**config.mk**
```make
export PLATFORM = sky130hd
export DESIGN_NAME = bin2bcd_seq
export DESIGN_NICKNAME = d
export VERILOG_FILES = /design/src/rtl/bin2bcd_seq.sv
export SDC_FILE = /design/constraint.sdc
export NUM_CORES = 1
export LEC_CHECK = 0
export CAP_MARGIN = 20
export CORE_MARGIN = 5
export CORE_UTILIZATION = 33
export CTS_CLUSTER_DIAMETER = 100
export DETAILED_ROUTE_END_ITERATION = 6
export GPL_ROUTABILITY_DRIVEN = 1
export MAX_ROUTING_LAYER = met4
export PLACE_DENSITY_LB_ADDON = 0.25
export REMOVE_ABC_BUFFERS = 1
export SYNTH_ARGS = -nofsm -noshare
export SYNTH_HDL_FRONTEND = slang
export SYNTH_SLANG_ARGS = --single-unit
```
**constraint.sdc**
```tcl
create_clock -name clk -period 1.8 [get_ports clk]
set_input_delay 0.36 -clock clk [delete_from_list [all_inputs] [get_ports clk]]
set_output_delay 0.36 -clock clk [all_outputs]
set_load 0.03 [all_outputs]
```
**src/rtl/bin2bcd_seq.sv**
```systemverilog
// Converts an unsigned binary value to two BCD digits plus an overflow flag, one bit per clock.
// Latency: done is high WIDTH cycles after the accepting edge; start is ignored while busy.
module bin2bcd_seq #(
  parameter int WIDTH = 8
) (
  input  logic             clk,
  input  logic             rst_n,
  input  logic             start,
  input  logic [WIDTH-1:0] bin,
  output logic             busy,
  output logic             done,
  output logic [3:0]       tens,
  output logic [3:0]       ones,
  output logic             ovf
);

  localparam int CW = $clog2(WIDTH);

  typedef enum logic {IDLE, SHIFT} state_t;

  state_t              r_state;
  state_t              w_next;
  logic [WIDTH-1:0]    r_sr;
  logic [11:0]         r_bcd;
  logic [CW-1:0]       r_cnt;
  logic [3:0]          r_tens;
  logic [3:0]          r_ones;
  logic                r_ovf;
  logic                r_done;

  logic                w_load;
  logic                w_step;
  logic                w_last;
  logic [11:0]         w_adj;
  logic [WIDTH+11:0]   w_all;
  logic [WIDTH+11:0]   w_shifted;

  always_ff @(posedge clk or negedge rst_n) begin
    if (!rst_n) begin
      r_state <= IDLE;
    end else begin
      r_state <= w_next;
    end
  end

  always_comb begin
    w_next = r_state;
    case (r_state)
      IDLE:    if (start) w_next = SHIFT;
      SHIFT:   if (r_cnt == CW'(WIDTH - 1)) w_next = IDLE;
      default: w_next = IDLE;
    endcase
  end

  always_comb begin
    w_load = 1'b0;
    w_step = 1'b0;
    w_last = 1'b0;
    busy   = 1'b0;
    case (r_state)
      IDLE:  w_load = start;
      SHIFT: begin
        w_step = 1'b1;
        w_last = (r_cnt == CW'(WIDTH - 1));
        busy   = 1'b1;
      end
      default: ;
    endcase
  end

  // Add-3 correction on every nibble, then one combined left shift of {bcd, sr}.
  always_comb begin
    w_adj[3:0]   = (r_bcd[3:0]   >= 4'd5) ? r_bcd[3:0]   + 4'd3 : r_bcd[3:0];
    w_adj[7:4]   = (r_bcd[7:4]   >= 4'd5) ? r_bcd[7:4]   + 4'd3 : r_bcd[7:4];
    w_adj[11:8]  = (r_bcd[11:8]  >= 4'd5) ? r_bcd[11:8]  + 4'd3 : r_bcd[11:8];
    w_all        = {w_adj, r_sr};
    w_shifted    = w_all << 1;
  end

  always_ff @(posedge clk or negedge rst_n) begin
    if (!rst_n) begin
      r_sr   <= '0;
      r_bcd  <= '0;
      r_cnt  <= '0;
      r_tens <= '0;
      r_ones <= '0;
      r_ovf  <= 1'b0;
      r_done <= 1'b0;
    end else begin
      r_done <= w_last;
      if (w_load) begin
        r_sr  <= bin;
        r_bcd <= '0;
        r_cnt <= '0;
      end else if (w_step) begin
        r_sr  <= w_shifted[WIDTH-1:0];
        r_bcd <= w_shifted[WIDTH+11:WIDTH];
        r_cnt <= r_cnt + 1'b1;
      end
      // Display digits only move on the final edge so no partial result is ever shown.
      if (w_last) begin
        r_tens <= w_shifted[WIDTH+7:WIDTH+4];
        r_ones <= w_shifted[WIDTH+3:WIDTH];
        r_ovf  <= (w_shifted[WIDTH+11:WIDTH+8] != 4'd0);
      end
    end
  end

  assign done = r_done;
  assign tens = r_tens;
  assign ones = r_ones;
  assign ovf  = r_ovf;

endmodule
```
==> qor.csv <==
metric;value;unit
Gate power share;0.491;
register area share after synthesis;0.524;
Main synth FF type;dfrtp_1;
first-pass iteration count of the detailed router;4;
cts hold-fix bufs;0;
Slew Limit Fails;0;
sequential share of power;0.358;
Core Footprint;0.00475;mm^2
grt met2 use;0.179;
crit path to;ovf$_DFFE_PN0P_;
Slew Limit Headroom;0.709;
Die Width;80.1;um
fmax;590;MHz
TritonCTS clock tree;done;
Hold Slack;0.484;ns
CTS Root Cell;clkbuf_8;
routed vias;1183;
die outline area;0.00642;mm^2
DRC viols;0;
synthesized area;0.00162;mm^2
Clock transition at path regs;0.07;ns
Unique masters post-synth;24;
flop and latch count out of synthesis;34;
crit-path max FO;6;
startpoint types;flop;
first-pass GRT wire length;5740;um
Reg2Reg Setup Slack;0.11;ns
Tightest Pin Transition;0.436;ns
gr busiest metal;met2;
Num CTS Buffers;5;
final instance area;0.00205;mm^2
GRT Overall Usage;0.118;
largest cells by area after synthesis;dfrtp_1 (52%), mux2i_1 (8.0%), ha_1 (6.2%), a22o_1 (4.9%), mux2_2 (4.2%);
Initial DRC Count;55;
initial antenna violation count;0;
H-tree levels;2;
Syn Inst Count;147;
Yosys top cell area share;0.524;
Post-Route WL;3240;um
area leader, netlist;dfrtp_1;
post-detail-place hpwl;2390;um
Worst IR Drop VDD;0.775;mV
ys async rst share;1.00;
layout net count;197;
Worst-Skew Late Latency;0.28;ns
Psw;1.50;mW
Ys Warns;0;
Std-Cell Rows;25;
port bufs;21;
final non-filler cell total;246;
GRT overflow;0;
FF-to-FF Start;r_bcd[8]$_DFFE_PN0P_;
Filler Cell Count;487;
GPL Wtd Cong;0.756;
HP Class;in -> async;
status;finished clean;
CP Launch Point;r_bcd[8]$_DFFE_PN0P_;
Required @ worst endpoint;1.96;ns
largest net degree at the start of global routing;35;
routed len/inst;13.2;um
RSZ-0062 raised after global routing;false;
max cap viols;0;
CP Class;reg -> reg;
IO Count;22;
skew final;0.00630;ns
Worst Path Arrival;1.86;ns
count of final setup violators;0;
DP Area;0.00196;mm^2
fin util;0.431;
period utilisation layout;0.941;
vias per cell;4.81;
GR Layer Usage met1;0.151;
dpl cells;238;
Antenna Cells;0;
layout cell share with drive strength beyond 1;0.145;
Final ANT Viol Nets;0;
final hold violations;0;
worst reg2reg path endpoint;ovf$_DFFE_PN0P_;
R2R depth;6;
mean area per synthesized cell;11.0;um^2
vias in the first global route;1248;
met3 usage;0.0291;
pwr dens;1860;mW/mm^2
Post-synth EDFFs;0;
Leak Pwr;0.959;nW
min cycle time layout;1.69;ns
die height;80.1;um
area growth from synthesis to layout;26.4;%
Internal;2.32;mW
switch share;0.392;
clock buffer depth;2;
power share of the clock group;0.152;
Starting Density;0.341;
CTS Sinks;34;
setup repair bufs after CTS;0;
Critical Path End Type;flop;
-- placed cells by master, fill, tap and decap left out, drive strengths merged --
cell | synthesis | final
a21o | 3 | 3
buf | 2 | 10
nand2b | 7 | 7
a22o | 10 | 10
clkinv | 1 | 2
clkdlybuf4s50 | 0 | 20
xnor2 | 3 | 3
mux2 | 6 | 6
o21ai | 13 | 13
clkbuf | 4 | 7
mux2i | 13 | 13
dfrtp | 34 | 34
inv | 7 | 7
ha | 8 | 8
nand2 | 16 | 16
nor3 | 2 | 2
a21oi | 6 | 6
o41a | 1 | 1
nor2 | 6 | 6
a31oi | 1 | 1
o31ai | 1 | 1
nor3b | 2 | 2
and2 | 1 | 1
-- synthesized netlist by cell type (4+ instances only) --
cell      instances
dfrtp_1          34
nand2_1          16
mux2i_1          13
o21ai_0          13
a22o_1            9
ha_1              8
inv_1             7
nand2b_1          7
mux2_2            6
nor2_1            6
a21oi_1           5
clkbuf_1          4
-- cells by family after synthesis --
logic type	share of synthesized area
DFF	0.524
adders and majority gates	0.0617
muxes	0.122
buffers and inverters	0.0339
AOI/OAI and AO/OA	0.145
xor gates and xnor gates	0.0162
and+or+nand+nor	0.0971
-- power groups by stage --
stage / Clock [mW] / Sequential [mW] / Combinational, mW
global route: 0.636 / 1.42 / 2.08
CTS: 0.597 / 1.37 / 1.90
detailed placement: 0 / 1.37 / 1.88
global placement: 0 / 1.36 / 1.79
finish: 0.579 / 1.37 / 1.87
floorplan: 0 / 1.59 / 1.04
-- critical path, cell delays in order (launching register included) --
cell      delay [ns]
dfrtp_1         0.44
inv_1           0.09
ha_2            0.21
nand2b_1        0.08
a21oi_2         0.21
mux2i_1         0.13
o41a_1          0.41
-- worst min-delay path by stage --
stage / startpoint / end / slack (ns)
floorplan: rst_n / done$_DFF_PN0_ / 0.06
global placement: r_sr[6]$_DFFE_PN0P_ / r_sr[7]$_DFFE_PN0P_ / 0.46
detailed placement: r_sr[6]$_DFFE_PN0P_ / r_sr[7]$_DFFE_PN0P_ / 0.47
CTS: r_sr[1]$_DFFE_PN0P_ / r_sr[2]$_DFFE_PN0P_ / 0.49
global route: r_sr[1]$_DFFE_PN0P_ / r_sr[2]$_DFFE_PN0P_ / 0.51
finish: rst_n / tens[0]$_DFFE_PN0P_ / 0.48
-- timing repair --
item                                   CTS  global route
resized for setup                        0             1
setup endpoints to repair                0             1
endpoints found under the hold margin    0             0
-- stage by stage --
stage                     power, mW  worst slack [ns]  setup TNS [ns]
after floorplan                2.62            -0.190          -0.938
after global placement         3.15             0.220               0
after detailed placement       3.25            0.0782               0
after CTS                      3.86            0.0722               0
after global routing           4.13            0.0297               0
final                          3.82             0.106               0
-- final cells by class --
class	count	area, um^2	area share
Clock buffer	7	86.3	0.0421
Clock inverter	1	5.00	0.00244
Inverter	8	30.0	0.0146
Multi-Input combinational cell	99	719	0.351
Sequential cell	34	851	0.415
Tap cell	67	83.8	0.0409
Timing Repair Buffer	30	275	0.134
-- layer usage --
| metal | vias to the layer above | wire length, um | part of all wire |
|---|---|---|---|
| met2 | 27 | 1490 | 0.46 |
| met1 | 572 | 1510 | 0.47 |
| li1 | 575 | - | - |
| met3 | 9 | 164 | 0.051 |
| met5 | - | 0 | 0 |
| met4 | 0 | 70 | 0.022 |
-- sequential cells by signal, indices dropped and copies added, names as in the netlist --
name and flops:
r_sr 8, ones 4, r_bcd 12, done 1, r_cnt 3, tens 4, ovf 1, r_state 1
Power figures use the tool's default switching activity.
